==> config.mk <==
export PLATFORM = sky130hd
export DESIGN_NAME = wb_write_arbiter_flat
export DESIGN_NICKNAME = d
export VERILOG_FILES = /design/src/rtl/wb_write_arbiter_if.sv /design/src/rtl/wb_write_arbiter.sv /design/src/flat_wrapper.sv
export SDC_FILE = /design/constraint.sdc
export NUM_CORES = 1
export LEC_CHECK = 0
export BUFFER_PORTS_ARGS = -buffer_cell sky130_fd_sc_hd__buf_2
export CAP_MARGIN = 20
export CORE_UTILIZATION = 55
export CTS_CLUSTER_SIZE = 40
export DETAILED_ROUTE_END_ITERATION = 7
export PLACE_DENSITY = 0.77
export SYNTH_ARGS = -nofsm -noshare
export SYNTH_HDL_FRONTEND = slang
export SYNTH_SLANG_ARGS = --single-unit
==> constraint.sdc <==
create_clock -name i_clk -period 4.2 [get_ports i_clk]
set_input_delay 0.21 -clock i_clk [delete_from_list [all_inputs] [get_ports i_clk]]
set_output_delay 0.21 -clock i_clk [all_outputs]
set_load 0.01 [all_outputs]
==> src/rtl/wb_write_arbiter_if.sv <==
// Bus bundle for the register-file write arbiter: pipeline writeback,
// late-result handshake, decode pending-check and the registered write port.
interface wb_write_arbiter_if;
    logic        i_wb_we;
    logic [4:0]  i_wb_waddr;
    logic [31:0] i_wb_wdata;

    logic        i_late_valid;
    logic        o_late_ready;
    logic [4:0]  i_late_waddr;
    logic [31:0] i_late_wdata;

    logic [4:0]  i_raddr1;
    logic [4:0]  i_raddr2;
    logic        o_busy1;
    logic        o_busy2;

    logic        o_stall_req;

    logic        o_we;
    logic [4:0]  o_waddr;
    logic [31:0] o_wdata;

    // Upstream side: pipeline, multi-cycle units and decode.
    modport master (
        output i_wb_we, i_wb_waddr, i_wb_wdata,
        output i_late_valid, i_late_waddr, i_late_wdata,
        output i_raddr1, i_raddr2,
        input  o_late_ready, o_busy1, o_busy2, o_stall_req,
        input  o_we, o_waddr, o_wdata
    );

    // Arbiter side.
    modport slave (
        input  i_wb_we, i_wb_waddr, i_wb_wdata,
        input  i_late_valid, i_late_waddr, i_late_wdata,
        input  i_raddr1, i_raddr2,
        output o_late_ready, o_busy1, o_busy2, o_stall_req,
        output o_we, o_waddr, o_wdata
    );
endinterface

==> src/rtl/wb_write_arbiter.sv <==
// Write-side front end of the 32x32 register file. The in-order pipeline
// writeback always wins the single write port; late results from multi-cycle
// units wait in a small FIFO and drain on cycles the pipeline leaves idle.
//
// Stall FSM:
//   state    | meaning
//   ST_RUN   | FIFO draining normally, no bubble requested
//   ST_STALL | FIFO starved or full with a result waiting; bubble requested
//              until the next pop
module wb_write_arbiter #(
    parameter int DEPTH    = 4,
    parameter int MAX_WAIT = 8
) (
    input  logic               i_clk,
    input  logic               i_rst,
    wb_write_arbiter_if.slave  bus
);

    localparam int PW = (DEPTH > 1) ? $clog2(DEPTH) : 1;
    localparam int CW = $clog2(DEPTH + 1);
    localparam int WW = $clog2(MAX_WAIT + 1);

    typedef enum logic {
        ST_RUN   = 1'b0,
        ST_STALL = 1'b1
    } stall_state_t;

    logic [4:0]       q_addr [DEPTH];
    logic [31:0]      q_data [DEPTH];
    logic [DEPTH-1:0] q_valid;
    logic [PW-1:0]    rd_ptr;
    logic [PW-1:0]    wr_ptr;
    logic [CW-1:0]    count;
    logic [WW-1:0]    wait_cnt;

    stall_state_t     state_q;
    stall_state_t     state_d;

    logic             wb_active;
    logic             fifo_full;
    logic             fifo_empty;
    logic             accept;
    logic             push;
    logic             pop;
    logic             head_valid;
    logic             busy1;
    logic             busy2;

    assign wb_active  = bus.i_wb_we && (bus.i_wb_waddr != 5'd0);
    assign fifo_full  = (count == CW'(DEPTH));
    assign fifo_empty = (count == '0);

    // Ready is a pure function of occupancy so producers can drive valid
    // off it without a combinational loop.
    assign accept = bus.i_late_valid && !fifo_full;
    // r0 results complete the handshake but never occupy a slot.
    assign push   = accept && (bus.i_late_waddr != 5'd0);
    assign pop    = !wb_active && !fifo_empty;

    assign head_valid = q_valid[rd_ptr];

    assign bus.o_late_ready = !fifo_full;

    // Pending-destination lookup over live entries for the decode interlock.
    always_comb begin
        busy1 = 1'b0;
        busy2 = 1'b0;
        for (int i = 0; i < DEPTH; i++) begin
            if (q_valid[i] && (q_addr[i] == bus.i_raddr1)) busy1 = 1'b1;
            if (q_valid[i] && (q_addr[i] == bus.i_raddr2)) busy2 = 1'b1;
        end
    end

    assign bus.o_busy1 = busy1 && (bus.i_raddr1 != 5'd0);
    assign bus.o_busy2 = busy2 && (bus.i_raddr2 != 5'd0);

    // Pointers and occupancy; a full FIFO can pop and cannot push in the same
    // cycle because ready is taken from the pre-edge full flag.
    always_ff @(posedge i_clk or posedge i_rst) begin
        if (i_rst) begin
            rd_ptr <= '0;
            wr_ptr <= '0;
            count  <= '0;
        end else begin
            if (push) wr_ptr <= wr_ptr + PW'(1);
            if (pop)  rd_ptr <= rd_ptr + PW'(1);
            case ({push, pop})
                2'b10:   count <= count + CW'(1);
                2'b01:   count <= count - CW'(1);
                default: count <= count;
            endcase
        end
    end

    // Entry valid bits: a pipeline write kills older queued writes to the
    // same register so stale data never lands after the newer value. The
    // push slot is always free, so a same-cycle enqueue survives the kill.
    always_ff @(posedge i_clk or posedge i_rst) begin
        if (i_rst) begin
            q_valid <= '0;
        end else begin
            for (int i = 0; i < DEPTH; i++) begin
                if (wb_active && q_valid[i] && (q_addr[i] == bus.i_wb_waddr))
                    q_valid[i] <= 1'b0;
            end
            if (pop)  q_valid[rd_ptr] <= 1'b0;
            if (push) q_valid[wr_ptr] <= 1'b1;
        end
    end

    // Entry payload storage; contents are only meaningful under q_valid.
    always_ff @(posedge i_clk) begin
        if (push) begin
            q_addr[wr_ptr] <= bus.i_late_waddr;
            q_data[wr_ptr] <= bus.i_late_wdata;
        end
    end

    // Registered write port: pipeline first, else FIFO head, else idle hold.
    always_ff @(posedge i_clk or posedge i_rst) begin
        if (i_rst) begin
            bus.o_we    <= 1'b0;
            bus.o_waddr <= 5'd0;
            bus.o_wdata <= 32'd0;
        end else if (wb_active) begin
            bus.o_we    <= 1'b1;
            bus.o_waddr <= bus.i_wb_waddr;
            bus.o_wdata <= bus.i_wb_wdata;
        end else if (pop) begin
            bus.o_we <= head_valid;
            if (head_valid) begin
                bus.o_waddr <= q_addr[rd_ptr];
                bus.o_wdata <= q_data[rd_ptr];
            end
        end else begin
            bus.o_we <= 1'b0;
        end
    end

    // Undrained-cycle counter, saturating at the threshold.
    always_ff @(posedge i_clk or posedge i_rst) begin
        if (i_rst) begin
            wait_cnt <= '0;
        end else if (pop || fifo_empty) begin
            wait_cnt <= '0;
        end else if (wait_cnt != WW'(MAX_WAIT)) begin
            wait_cnt <= wait_cnt + WW'(1);
        end
    end

    // Stall state register.
    always_ff @(posedge i_clk or posedge i_rst) begin
        if (i_rst) state_q <= ST_RUN;
        else       state_q <= state_d;
    end

    // Stall next-state: enter on starvation or a blocked producer, leave on pop.
    always_comb begin
        state_d = state_q;
        case (state_q)
            ST_RUN: begin
                if (!pop && ((wait_cnt >= WW'(MAX_WAIT)) ||
                             (fifo_full && bus.i_late_valid)))
                    state_d = ST_STALL;
            end
            ST_STALL: begin
                if (pop) state_d = ST_RUN;
            end
            default: state_d = ST_RUN;
        endcase
    end

    assign bus.o_stall_req = (state_q == ST_STALL);

endmodule

==> src/flat_wrapper.sv <==
// flat-port wrapper written by rule: the top's interface ports become plain ports
module wb_write_arbiter_flat 
#(
    parameter int DEPTH    = 4,
    parameter int MAX_WAIT = 8
)
  (i_clk, i_rst, bus_i_wb_we, bus_i_wb_waddr, bus_i_wb_wdata, bus_i_late_valid, bus_i_late_waddr, bus_i_late_wdata, bus_i_raddr1, bus_i_raddr2, bus_o_late_ready, bus_o_busy1, bus_o_busy2, bus_o_stall_req, bus_o_we, bus_o_waddr, bus_o_wdata);
  wb_write_arbiter_if bus_i ();
  input  logic i_clk;
  input  logic i_rst;
  input wire logic [$bits(bus_i.i_wb_we)-1:0] bus_i_wb_we;
  input wire logic [$bits(bus_i.i_wb_waddr)-1:0] bus_i_wb_waddr;
  input wire logic [$bits(bus_i.i_wb_wdata)-1:0] bus_i_wb_wdata;
  input wire logic [$bits(bus_i.i_late_valid)-1:0] bus_i_late_valid;
  input wire logic [$bits(bus_i.i_late_waddr)-1:0] bus_i_late_waddr;
  input wire logic [$bits(bus_i.i_late_wdata)-1:0] bus_i_late_wdata;
  input wire logic [$bits(bus_i.i_raddr1)-1:0] bus_i_raddr1;
  input wire logic [$bits(bus_i.i_raddr2)-1:0] bus_i_raddr2;
  output wire logic [$bits(bus_i.o_late_ready)-1:0] bus_o_late_ready;
  output wire logic [$bits(bus_i.o_busy1)-1:0] bus_o_busy1;
  output wire logic [$bits(bus_i.o_busy2)-1:0] bus_o_busy2;
  output wire logic [$bits(bus_i.o_stall_req)-1:0] bus_o_stall_req;
  output wire logic [$bits(bus_i.o_we)-1:0] bus_o_we;
  output wire logic [$bits(bus_i.o_waddr)-1:0] bus_o_waddr;
  output wire logic [$bits(bus_i.o_wdata)-1:0] bus_o_wdata;
  assign bus_i.i_wb_we = bus_i_wb_we;
  assign bus_i.i_wb_waddr = bus_i_wb_waddr;
  assign bus_i.i_wb_wdata = bus_i_wb_wdata;
  assign bus_i.i_late_valid = bus_i_late_valid;
  assign bus_i.i_late_waddr = bus_i_late_waddr;
  assign bus_i.i_late_wdata = bus_i_late_wdata;
  assign bus_i.i_raddr1 = bus_i_raddr1;
  assign bus_i.i_raddr2 = bus_i_raddr2;
  assign bus_o_late_ready = bus_i.o_late_ready;
  assign bus_o_busy1 = bus_i.o_busy1;
  assign bus_o_busy2 = bus_i.o_busy2;
  assign bus_o_stall_req = bus_i.o_stall_req;
  assign bus_o_we = bus_i.o_we;
  assign bus_o_waddr = bus_i.o_waddr;
  assign bus_o_wdata = bus_i.o_wdata;
  wb_write_arbiter #(.DEPTH(DEPTH), .MAX_WAIT(MAX_WAIT)) u_core (.i_clk(i_clk), .i_rst(i_rst), .bus(bus_i));
endmodule
==> flow_metrics.env, run 1 <==
export IMPL_die_area_um2=16500
export IMPL_drtIter0Drc=329
export IMPL_rsz0062_at_grt="false"
export IMPL_avgRoutedWirePerCell_um=20.9
export IMPL_numClockSinks=202
export IMPL_worstSkewPairLatency_ns=0.49
export IMPL_ys_dominant_reg_cell="edfxtp_1"
export IMPL_run_status="complete, no violations"
export IMPL_critPathSlowestCell="dlygate4sd3_1"
export IMPL_insertedDiodeCount=0
export IMPL_main_combinational_cell_family_by_area_after_synthesis="multiplexers"
export IMPL_design_final_nets=810
export IMPL_yosysSeqAreaShare_pct=66.1
export IMPL_initial_antenna_violation_count=0
export IMPL_timing_critical_path_required_ns=4.59
export IMPL_dpl_instance_area_um2=9520
export IMPL_numPortBuffers=129
export IMPL_netlist_cell_type_count=36
export IMPL_synth_compound_gate_area_share_pct=3.27
export IMPL_crit_path_max_fanout=8
export IMPL_gp_routability_congestion=0.911
export IMPL_final_setup_viol_count=0
export IMPL_grt_pass1_vias=5512
export IMPL_ctsLongestPathBuffers=3
export IMPL_max_freq_ghz=0.401
export IMPL_synth_warnings=0
export IMPL_post_cts_buffers=0
export IMPL_hold_class="in2reg"
export IMPL_row_count=45
export IMPL_timing_worst_slew_pin_value_ns=1.09
export IMPL_core_region_area_um2=15400
export IMPL_mappedNetlistArea_um2=8770
export IMPL_path_class="in2reg"
export IMPL_timing_final_crit_share_pct=59.4
export IMPL_syn_instance_count=549
export IMPL_end_kind="register"
export IMPL_floorplan_initialDensity_pct=57.0
export IMPL_numCtsBuffers=21
export IMPL_drv_max_cap_violation_count=0
export IMPL_cts_clk_slew_worst_paths_ns=0.06
export IMPL_ys_seq_elements=202
export IMPL_synth_xor_area_share_pct=6.69
export IMPL_routed_wl_um=19600
export IMPL_place_detailed_hpwl_um=11800
export IMPL_pwr_per_cell_area_nw_per_um2=647
export IMPL_drt_antenna_violating_nets=0
export IMPL_report_final_slew_viol_count=0
export IMPL_cp_buffers_inverters=4
export IMPL_slew_headroom_pct=27.2
export IMPL_worst_ep_arrival_time_ns=2.89
export IMPL_critical_path_max_stage_delay_ns=0.53
export IMPL_grt_util_all_layers_pct=25.0
export IMPL_first_pass_grt_wire_length_um=30500
export IMPL_ctsResizeCount=0
export IMPL_worst_setup_path_start_kind="input port"
export IMPL_top_level_ports=130
export IMPL_die_w_um=128
export IMPL_tritoncts="built"
export IMPL_synthesis_nets=649
export IMPL_ctsRootBufferMaster="clkbuf_16"
export IMPL_num_vias=5209
export IMPL_cellLeakagePower_uw=0.00406
export IMPL_post_synth_simple_gate_area_pct=5.19
export IMPL_vdd_ir_drop_max_mv=0.458
export IMPL_time_the_final_worst_path_needs_with_i_o_delays_and_setup_ns=2.49
export IMPL_grt_overflow_total=0
export IMPL_grt_max_degree=55
export IMPL_area_delta_synth_final_pct=20.2
export IMPL_final_area_um2=10500
export IMPL_syn_avg_cell_area_um2=16.0
export IMPL_edff_count_synth=148
export IMPL_clock_tree_htree_level_count=1
export IMPL_final_setup_tns_ns=0
export IMPL_timing_critical_path_cells="dlygate4sd3_1, buf_2, or3_1, o311a_1, inv_1, ha_1, inv_1, fa_1, xor2_1, nor2_1, xor2_1"
export IMPL_drt_pre_antenna_iters=4
export IMPL_drc=0
export IMPL_share_of_synthesized_area_spent_on_multiplexers_pct=14.1
export IMPL_post_drt_via_cell_ratio=5.57
export IMPL_cp_top_family="buffers and inverters"
export IMPL_final_setup_skew_ns=0.0129
export IMPL_synth_fa_ha_area_share_pct=1.80
export IMPL_die_h_um=128
export IMPL_post_route_cells_drive_above_1_share_pct=29.0
export IMPL_hold_viol_final=0
export IMPL_asyncSetResetFlopFracSynth_pct=26.7
## placed cells by master (no fill, tap or decap), types with 4 or more instances in the layout
cell / synthesis / layout
edfxtp_1: 148 / 148
buf_2: 9 / 129
dfrtp_1: 54 / 52
xor2_1: 47 / 47
nor2_1: 43 / 43
mux4_2: 38 / 38
mux2i_1: 38 / 38
dlygate4sd3_1: 0 / 38
a21oi_1: 37 / 37
clkbuf_16: 0 / 21
xnor2_1: 20 / 20
nand3_1: 13 / 13
nor4_1: 12 / 12
nand2_1: 12 / 11
ha_1: 11 / 11
inv_1: 11 / 10
clkbuf_1: 18 / 10
buf_4: 1 / 6
and2_2: 0 / 4
a31o_1: 4 / 4
## where the power goes
part	internal, µW	switching, µW
combinational	943	1150
clock	987	705
sequential	2720	308
total	4650	2170
## path summary, 6_finish.rpt
path	start	end	slack (ns)	depth (start not counted)
min in group asynchronous	i_rst	u_core.bus.o_wdata[31]	0.50	4
max in group asynchronous	i_rst	u_core.rd_ptr[0]	3.18	4
max reg2reg	u_core.q_valid[2]	u_core.bus.o_wdata[29]	1.86	6
max	bus_i_late_waddr[1]	u_core.count[2]	1.71	11
min reg2reg	u_core.bus.o_wdata[16]	u_core.bus.o_wdata[16]	0.53	2
min	bus_i_wb_wdata[22]	u_core.bus.o_wdata[22]	0.03	3
## registers in the layout, summed over array words and instances, names as in the netlist
signal                  cells
u_core.wait_cnt             4
u_core.q_data             128
u_core.q_valid              4
u_core.wr_ptr               2
u_core.rd_ptr               2
u_core.bus.o_stall_req      1
u_core.bus.o_wdata         32
u_core.bus.o_waddr          5
u_core.q_addr              20
u_core.bus.o_we             1
u_core.count                3
## metrics by stage
| stage | std cells | setup WS [ns] | hold WS (ns) | total power [µW] | util, % |
|---|---|---|---|---|---|
| 3_3_place_gp | 859 | 1.61 | 0.418 | 5030 | 62.0 |
| 3_5_place_dp | 859 | 1.48 | 0.427 | 5130 | 62.0 |
| 4_1_cts | 934 | 1.75 | 0.0152 | 6850 | 68.4 |
| 6_report | 935 | 1.71 | 0.0265 | 6820 | 68.6 |
| 2_1_floorplan | 549 | 1.81 | 0.309 | 4440 | - |
| 5_1_grt | 935 | 1.56 | 0.0259 | 7190 | 68.6 |
## routing by layer
metal | routed length, µm | vias to the layer above | GRT usage (%) | share of wire, %
met5 | 0 | - | 0 | 0
met4 | 517 | 0 | 9.13 | 2.6
met3 | 1110 | 37 | 3.76 | 5.6
met2 | 10100 | 154 | 43.4 | 52
met1 | 7870 | 2647 | 32.1 | 40
li1 | - | 2371 | - | -
## cells in the mapped netlist (2+ instances only)
| cell type | count | area [µm²] |
|---|---|---|
| or3_1 | 2 | 12.5 |
| buf_12 | 2 | 40.0 |
| a31o_1 | 4 | 35.0 |
| o21ai_0 | 2 | 10.0 |
| nor2_1 | 43 | 161 |
| nand2b_1 | 2 | 12.5 |
| nand2_1 | 12 | 45.0 |
| buf_1 | 3 | 11.3 |
| xnor2_1 | 20 | 175 |
| ha_1 | 11 | 138 |
| mux2i_1 | 38 | 380 |
| nand4_1 | 2 | 12.5 |
| a21oi_1 | 37 | 185 |
| or4_1 | 2 | 15.0 |
| clkbuf_1 | 18 | 67.6 |
| mux4_2 | 38 | 856 |
| dfrtp_1 | 54 | 1350 |
| nand3_1 | 13 | 65.1 |
| edfxtp_1 | 148 | 4440 |
| buf_2 | 9 | 45.0 |
| xor2_1 | 47 | 412 |
| and2_1 | 5 | 31.3 |
| inv_1 | 11 | 41.3 |
| o21a_1 | 2 | 15.0 |
| nor4_1 | 12 | 75.1 |
| buf_6 | 2 | 22.5 |
## area by class of cell
cell class,instances,area (µm²)
clock buffer,31,563
clock inverter,6,52.6
fill,1061,4830
inverter,11,41.3
multi-input combinational,300,2730
sequential,202,5800
tap,211,264
timing repair buffer,174,1090
## worst register-to-register path, cell delays in order (launching register included)
cell and delay, ns:
dfrtp_1 0.46, mux4_2 0.49, nand2_1 0.28, nand2_2 0.33, buf_4 0.39, nor2_1 0.19, a21oi_1 0.06
## timing repair
action                     in CTS  in global routing
hold buffers                   38                  0
setup endpoints to repair       0                  0
hold endpoints to repair      202                  0
## kinds of logic (layout without fill, tap and decap cells)
family	Yosys count	in the layout
muxes	76	76
and+or+nand+nor	96	96
buffers and inverters	47	222
adders and majority gates	12	12
DFF	202	202
xor gates and xnor gates	67	67
AOI/OAI and AO/OA	49	49
(Power assumes the default switching activity.)
==> inputs of run 2 (changes only) <==
ABC_AREA = 1   (was default)
clock period = 2.5 ns   (was 4.2 ns; I/O delays follow)
==> flow_metrics.env, run 2 <==
export IMPL_post_route_cells_drive_above_1_share_pct=15.7
export IMPL_crit_path_max_fanout=7
export IMPL_ys_seq_elements=202
export IMPL_biggestRegsByFlops="u_core.q_data: 128 flops, u_core.bus.o_wdata: 32 flops, u_core.q_addr: 20 flops"
export IMPL_first_pass_grt_wire_length_um=37300
export IMPL_grtUsageMet2_pct=46.2
export IMPL_routed_wl_um=23700
export IMPL_die_area_um2=17700
export IMPL_dpl_instance_area_um2=10200
export IMPL_drc=0
export IMPL_timing_critical_path_required_ns=2.88
export IMPL_layout_filler_cells=1195
export IMPL_path_class="reg2reg"
export IMPL_numCtsBuffers=22
export IMPL_asyncSetResetFlopFracSynth_pct=26.7
export IMPL_netlist_cell_type_count=26
export IMPL_syn_instance_count=997
export IMPL_hold_class="in2reg"
export IMPL_cellLeakagePower_uw=0.00525
export IMPL_vdd_ir_drop_max_mv=0.741
export IMPL_initial_antenna_violation_count=1
export IMPL_ctsLongestPathBuffers=3
export IMPL_end_kind="register"
export IMPL_final_setup_viol_count=0
export IMPL_hold_path_endpoint="u_core.rd_ptr[0]"
export IMPL_final_setup_tns_ns=0
export IMPL_worstHoldStart="bus_i_wb_we"
export IMPL_most_frequent_cells_in_the_layout="412 x nand2_1, 148 x edfxtp_1, 129 x buf_2"
export IMPL_numPortBuffers=129
export IMPL_hold_buf_cts=71
export IMPL_regToRegSetupSlack_ns=0.50
export IMPL_grt_util_all_layers_pct=27.2
export IMPL_final_setup_skew_ns=0.0222
export IMPL_yosysTopAreaCellShare_pct=47.1
export IMPL_post_cts_buffers=0
export IMPL_die_h_um=133
export IMPL_largest_register_ff_count=128
export IMPL_core_region_area_um2=16600
export IMPL_stdcell_count=1426
export IMPL_synth_largest_area_cell="edfxtp_1"
export IMPL_cts_clk_slew_worst_paths_ns=0.06
export IMPL_ctsResizeCount=0
export IMPL_grt_max_degree=119
export IMPL_top_level_ports=130
export IMPL_row_count=47
export IMPL_synth_fa_ha_area_share_pct=1.67
export IMPL_post_drt_via_cell_ratio=5.40
export IMPL_crit_reg2reg_capture="u_core.count[2]"
export IMPL_design_final_nets=1290
export IMPL_slew_headroom_pct=51.5
export IMPL_max_freq_ghz=0.499
export IMPL_drtIter0Drc=579
export IMPL_worstSkewPairLatency_ns=0.50
export IMPL_report_final_slew_viol_count=0
export IMPL_dpl_cell_count=1315
export IMPL_syn_avg_cell_area_um2=9.46
export IMPL_synth_top_cells_by_area="edfxtp_1 47%, nand2_1 16%, dfrtp_1 14%"
export IMPL_ctsRootBufferMaster="clkbuf_16"
export IMPL_grt_overflow_total=0
export IMPL_grt_pass1_vias=7409
export IMPL_main_combinational_cell_family_by_area_after_synthesis="simple AND/OR/NAND/NOR gates"
export IMPL_die_w_um=133
export IMPL_drv_max_cap_violation_count=0
export IMPL_yosysSeqAreaShare_pct=61.4
export IMPL_synth_compound_gate_area_share_pct=4.30
export IMPL_place_detailed_hpwl_um=14300
export IMPL_timing_final_crit_share_pct=80.1
export IMPL_avgRoutedWirePerCell_um=16.6
export IMPL_floorplan_initialDensity_pct=56.7
export IMPL_hold_path_cells=4
export IMPL_final_area_um2=11700
export IMPL_synth_warnings=0
export IMPL_area_delta_synth_final_pct=23.5
export IMPL_total_power_uw=12700
export IMPL_layout_cells_most_common="nand2_1"
export IMPL_busiest_metal_layer_after_global_routing="met2"
export IMPL_synth_most_common_cell="nand2_1"
export IMPL_synthesis_nets=1097
export IMPL_worst_setup_path_start_kind="register"
export IMPL_worst_ep_arrival_time_ns=2.38
export IMPL_pre_cts_slack_ns=0.446
export IMPL_pwr_per_cell_area_nw_per_um2=1090
export IMPL_num_vias=7700
export IMPL_edff_count_synth=148
export IMPL_drt_antenna_violating_nets=0
export IMPL_reg2reg_depth=10
export IMPL_gp_routability_congestion=0.957
export IMPL_ys_dominant_reg_cell="edfxtp_1"
export IMPL_share_of_synthesized_area_spent_on_multiplexers_pct=0
export IMPL_multi_input_comb_area_um2=3160
export IMPL_tritoncts="built"
export IMPL_yosys_top_cells_count="413 x nand2_1, 148 x edfxtp_1, 128 x nand3_1"
export IMPL_synth_xor_area_share_pct=1.11
export IMPL_grtUsageMet1_pct=35.4
export IMPL_regToRegStartpoint="u_core.count[0]"
export IMPL_hold_viol_final=0
export IMPL_numClockSinks=202
export IMPL_rsz0062_at_grt="false"
export IMPL_post_synth_simple_gate_area_pct=26.3
export IMPL_sequential_cell_area_um2=5800
export IMPL_grtUsageMet3_pct=4.25
export IMPL_timing_worst_slew_pin_value_ns=0.727
export IMPL_run_status="complete, no violations"
export IMPL_time_the_final_worst_path_needs_with_i_o_delays_and_setup_ns=2.00
export IMPL_clock_tree_htree_level_count=1
export IMPL_register_with_the_most_flip_flops="u_core.q_data"
export IMPL_layout_setup_ws_ns=0.497
export IMPL_mappedNetlistArea_um2=9440
export IMPL_drt_pre_antenna_iters=5
==> run 2: layer usage <==
metal,vias up,share of wire (%)
li1,3713,-
met1,3619,42
met2,319,49
met3,49,7.0
met4,0,2.4
met5,-,0
==> run 2: layout make-up <==
type / instances / area share, %
diodes: 1 / 0.0215
clock buffers: 29 / 5.39
clock inverters: 10 / 0.687
inverters: 55 / 1.77
multi-input cells: 692 / 27.1
flip-flops and latches: 202 / 49.7
well taps: 220 / 2.36
repair buffers: 217 / 12.9
==> run 2: power breakdown <==
| part | internal, µW | total (µW) | leakage, µW | switching, µW |
|---|---|---|---|---|
| Combinational | 1510 | 4550 | 0.00290 | 3040 |
| Clock | 1870 | 3130 | 0.000349 | 1260 |
| Sequential | 4560 | 5040 | 0.00200 | 474 |
==> run 2: cells by family after synthesis <==
kind of cell | after synthesis
AND/OR/NAND/NOR | 606
flip-flops | 202
buffers and inverters | 103
AO/OA/AOI/OAI | 62
XOR/XNOR | 12
adder cells (fa/ha/maj) | 12
==> run 2: critical path, stage by stage (launching register included) <==
cell and delay, ns:
dfrtp_1 0.36, inv_1 0.11, nand3_2 0.17, nand2_1 0.13, inv_1 0.11, ha_1 0.15
inv_1 0.07, fa_1 0.39, a21oi_1 0.14, o21ai_0 0.11, xor2_1 0.15
==> run 2: worst max path at each step <==
stage                      start                      to  cells after the start
6_report         u_core.count[0]         u_core.count[2]                     10
5_1_grt         u_core.rd_ptr[0]  u_core.bus.o_wdata[22]                      8
4_1_cts          u_core.count[0]         u_core.count[2]                     10
3_5_place_dp   bus_i_wb_waddr[0]         u_core.count[2]                     12
3_3_place_gp   bus_i_wb_waddr[0]         u_core.count[2]                     12
2_1_floorplan    u_core.count[1]     u_core.q_addr[0][0]                      6
==> run 2: per-stage QoR <==
stage | hold WS (ns) | utilization [%]
after floorplan | 0.224 | -
after global placement | 0.203 | 61.5
after detailed placement | 0.209 | 61.5
after CTS | 0.00760 | 70.0
after global routing | 0.0319 | 70.0
final | 0.0107 | 70.0
==> inputs of run 3 (changes only) <==
clock period = 2.05 ns   (was 2.5 ns; I/O delays follow)
==> flow_metrics.env, run 3 (synthesis gave the netlist of run 2 again) <==
export IMPL_layout_cells_most_common="nand2_1"
export IMPL_numPortBuffers=129
export IMPL_grt_util_all_layers_pct=28.0
export IMPL_drt_pre_antenna_iters=7
export IMPL_worst_ep_arrival_time_ns=2.29
export IMPL_run_status="complete, no violations"
export IMPL_largest_register_ff_count=128
export IMPL_worstHoldStart="bus_i_wb_waddr[2]"
export IMPL_avgRoutedWirePerCell_um=17.1
export IMPL_vdd_ir_drop_max_mv=0.800
export IMPL_row_count=47
export IMPL_register_with_the_most_flip_flops="u_core.q_data"
export IMPL_drc=0
export IMPL_routed_wl_um=24600
export IMPL_finalCoreUtilization_pct=70.9
export IMPL_num_vias=7855
export IMPL_critical_path_max_stage_delay_ns=0.39
export IMPL_drtIter0Drc=648
export IMPL_area_delta_synth_final_pct=25.0
export IMPL_grt_pass1_vias=7587
export IMPL_worst_setup_path_start_kind="register"
export IMPL_final_setup_tns_ns=0
export IMPL_die_w_um=133
export IMPL_clock_tree_htree_level_count=1
export IMPL_die_area_um2=17700
export IMPL_regToRegStartpoint="u_core.count[0]"
export IMPL_slew_headroom_pct=56.4
export IMPL_floorplan_initialDensity_pct=56.7
export IMPL_report_final_slew_viol_count=0
export IMPL_hold_path_endpoint="u_core.bus.o_waddr[2]"
export IMPL_layout_filler_cells=1151
export IMPL_timing_worst_slew_pin_value_ns=0.653
export IMPL_hold_viol_final=0
export IMPL_post_drt_via_cell_ratio=5.48
export IMPL_top_level_ports=130
export IMPL_end_kind="register"
export IMPL_crit_reg2reg_capture="u_core.count[2]"
export IMPL_initial_antenna_violation_count=1
export IMPL_path_class="reg2reg"
export IMPL_cp_buffers_inverters=2
export IMPL_cellLeakagePower_uw=0.00529
export IMPL_timing_critical_path_cells="inv_2, a31oi_1, nand2_1, ha_1, inv_1, fa_1, a21oi_1, o21ai_0, xor2_1"
export IMPL_timing_final_crit_share_pct=92.6
export IMPL_numClockSinks=202
export IMPL_drt_antenna_violating_nets=0
export IMPL_drv_max_cap_violation_count=0
export IMPL_gp_routability_congestion=0.960
export IMPL_design_final_nets=1296
export IMPL_regToRegSetupSlack_ns=0.15
export IMPL_crit_path_max_fanout=4
export IMPL_multi_input_comb_area_um2=3160
export IMPL_worstSkewPairLatency_ns=0.51
export IMPL_sequential_cell_area_um2=5800
export IMPL_ctsLongestPathBuffers=3
export IMPL_die_h_um=133
export IMPL_most_frequent_cells_in_the_layout="412 x nand2_1, 148 x edfxtp_1, 129 x buf_2"
export IMPL_core_region_area_um2=16600
export IMPL_hold_path_cells=5
export IMPL_first_pass_grt_wire_length_um=38400
export IMPL_place_detailed_hpwl_um=14700
export IMPL_post_route_cells_drive_above_1_share_pct=16.2
export IMPL_time_the_final_worst_path_needs_with_i_o_delays_and_setup_ns=1.90
export IMPL_rsz0062_at_grt="false"
export IMPL_final_setup_skew_ns=0.0294
export IMPL_tritoncts="built"
export IMPL_reg2reg_depth=9
export IMPL_timing_critical_path_required_ns=2.44
export IMPL_cp_top_family="adder cells"
export IMPL_final_setup_viol_count=0
export IMPL_biggestRegsByFlops="u_core.q_data: 128 flops, u_core.bus.o_wdata: 32 flops, u_core.q_addr: 20 flops"
export IMPL_grt_overflow_total=0
export IMPL_cts_clk_slew_worst_paths_ns=0.06
export IMPL_numCtsBuffers=22
export IMPL_hold_class="in2reg"
export IMPL_pwr_per_cell_area_nw_per_um2=1350
export IMPL_max_freq_ghz=0.527
export IMPL_grt_max_degree=119
export IMPL_critPathSlowestCell="dfrtp_1"
export IMPL_ctsRootBufferMaster="clkbuf_16"
run 3: cell types whose count changed in the layout (fill, tap and decap cells not counted), sizes merged:
cell    previous run  this run
clkinv             7         8
clkbuf            29        28
bufinv             1         2
buf              146       152
run 3: what timing repair did:
item / CTS / global route
hold buffers: 71 / 0
gates resized for setup: 0 / 2
endpoints found under the hold margin: 205 / 0
setup endpoints to repair: 0 / 1
buffers inserted: 0 / 0
run 3: area by class of cell:
class / instances / share of cell area [%]
sequential: 202 / 49.2
clock inverter: 12 / 1.06
multi-input combinational: 692 / 26.8
clock buffer: 28 / 4.86
inverter: 55 / 1.75
antenna: 1 / 0.0212
timing repair buffer: 223 / 14.0
tap: 220 / 2.33
run 3: where the power goes:
group          switching (µW)  internal, µW  leakage (µW)
Sequential                598          5560       0.00200
Combinational            3870          2040       0.00295
Clock                    1570          2250      0.000341
Total                    6040          9850       0.00529
run 3: through the flow:
step	cell area (µm²)	cells	total power [µW]	hold WS, ns	worst slack [ns]
6_report	11800	1433	15900	0.0217	0.152
4_1_cts	11800	1432	15800	0.00361	0.0989
3_3_place_gp	10400	1321	11600	0.204	0.0670
2_1_floorplan	9440	997	9800	0.201	0.0509
3_5_place_dp	10400	1321	11800	0.212	0.0224
5_1_grt	11800	1433	16800	0.0510	0.0307
run 3: worst max-delay path by stage:
stage,slack (ns),startpoint,endpoint,cells after the start
floorplan,0.05,u_core.count[1],u_core.q_addr[0][0],6
global placement,0.07,bus_i_wb_waddr[1],u_core.count[2],12
detailed placement,0.02,bus_i_wb_waddr[1],u_core.count[2],12
CTS,0.1,u_core.count[0],u_core.count[2],9
global route,0.03,bus_i_late_waddr[3],u_core.count[2],11
finish,0.15,u_core.count[0],u_core.count[2],9
run 3: per-layer routing:
layer	share of wire, %	GRT usage, %
met1	41	37.5
met2	48	45.3
met3	7.7	4.37
met4	3.0	12.1
met5	0	0
run 3: worst register-to-register path, stage by stage, from the launching register on:
cell	delay, ns
dfrtp_1	0.39
inv_2	0.11
a31oi_1	0.11
nand2_1	0.13
ha_1	0.16
inv_1	0.07
fa_1	0.38
a21oi_1	0.16
o21ai_0	0.12
xor2_1	0.15
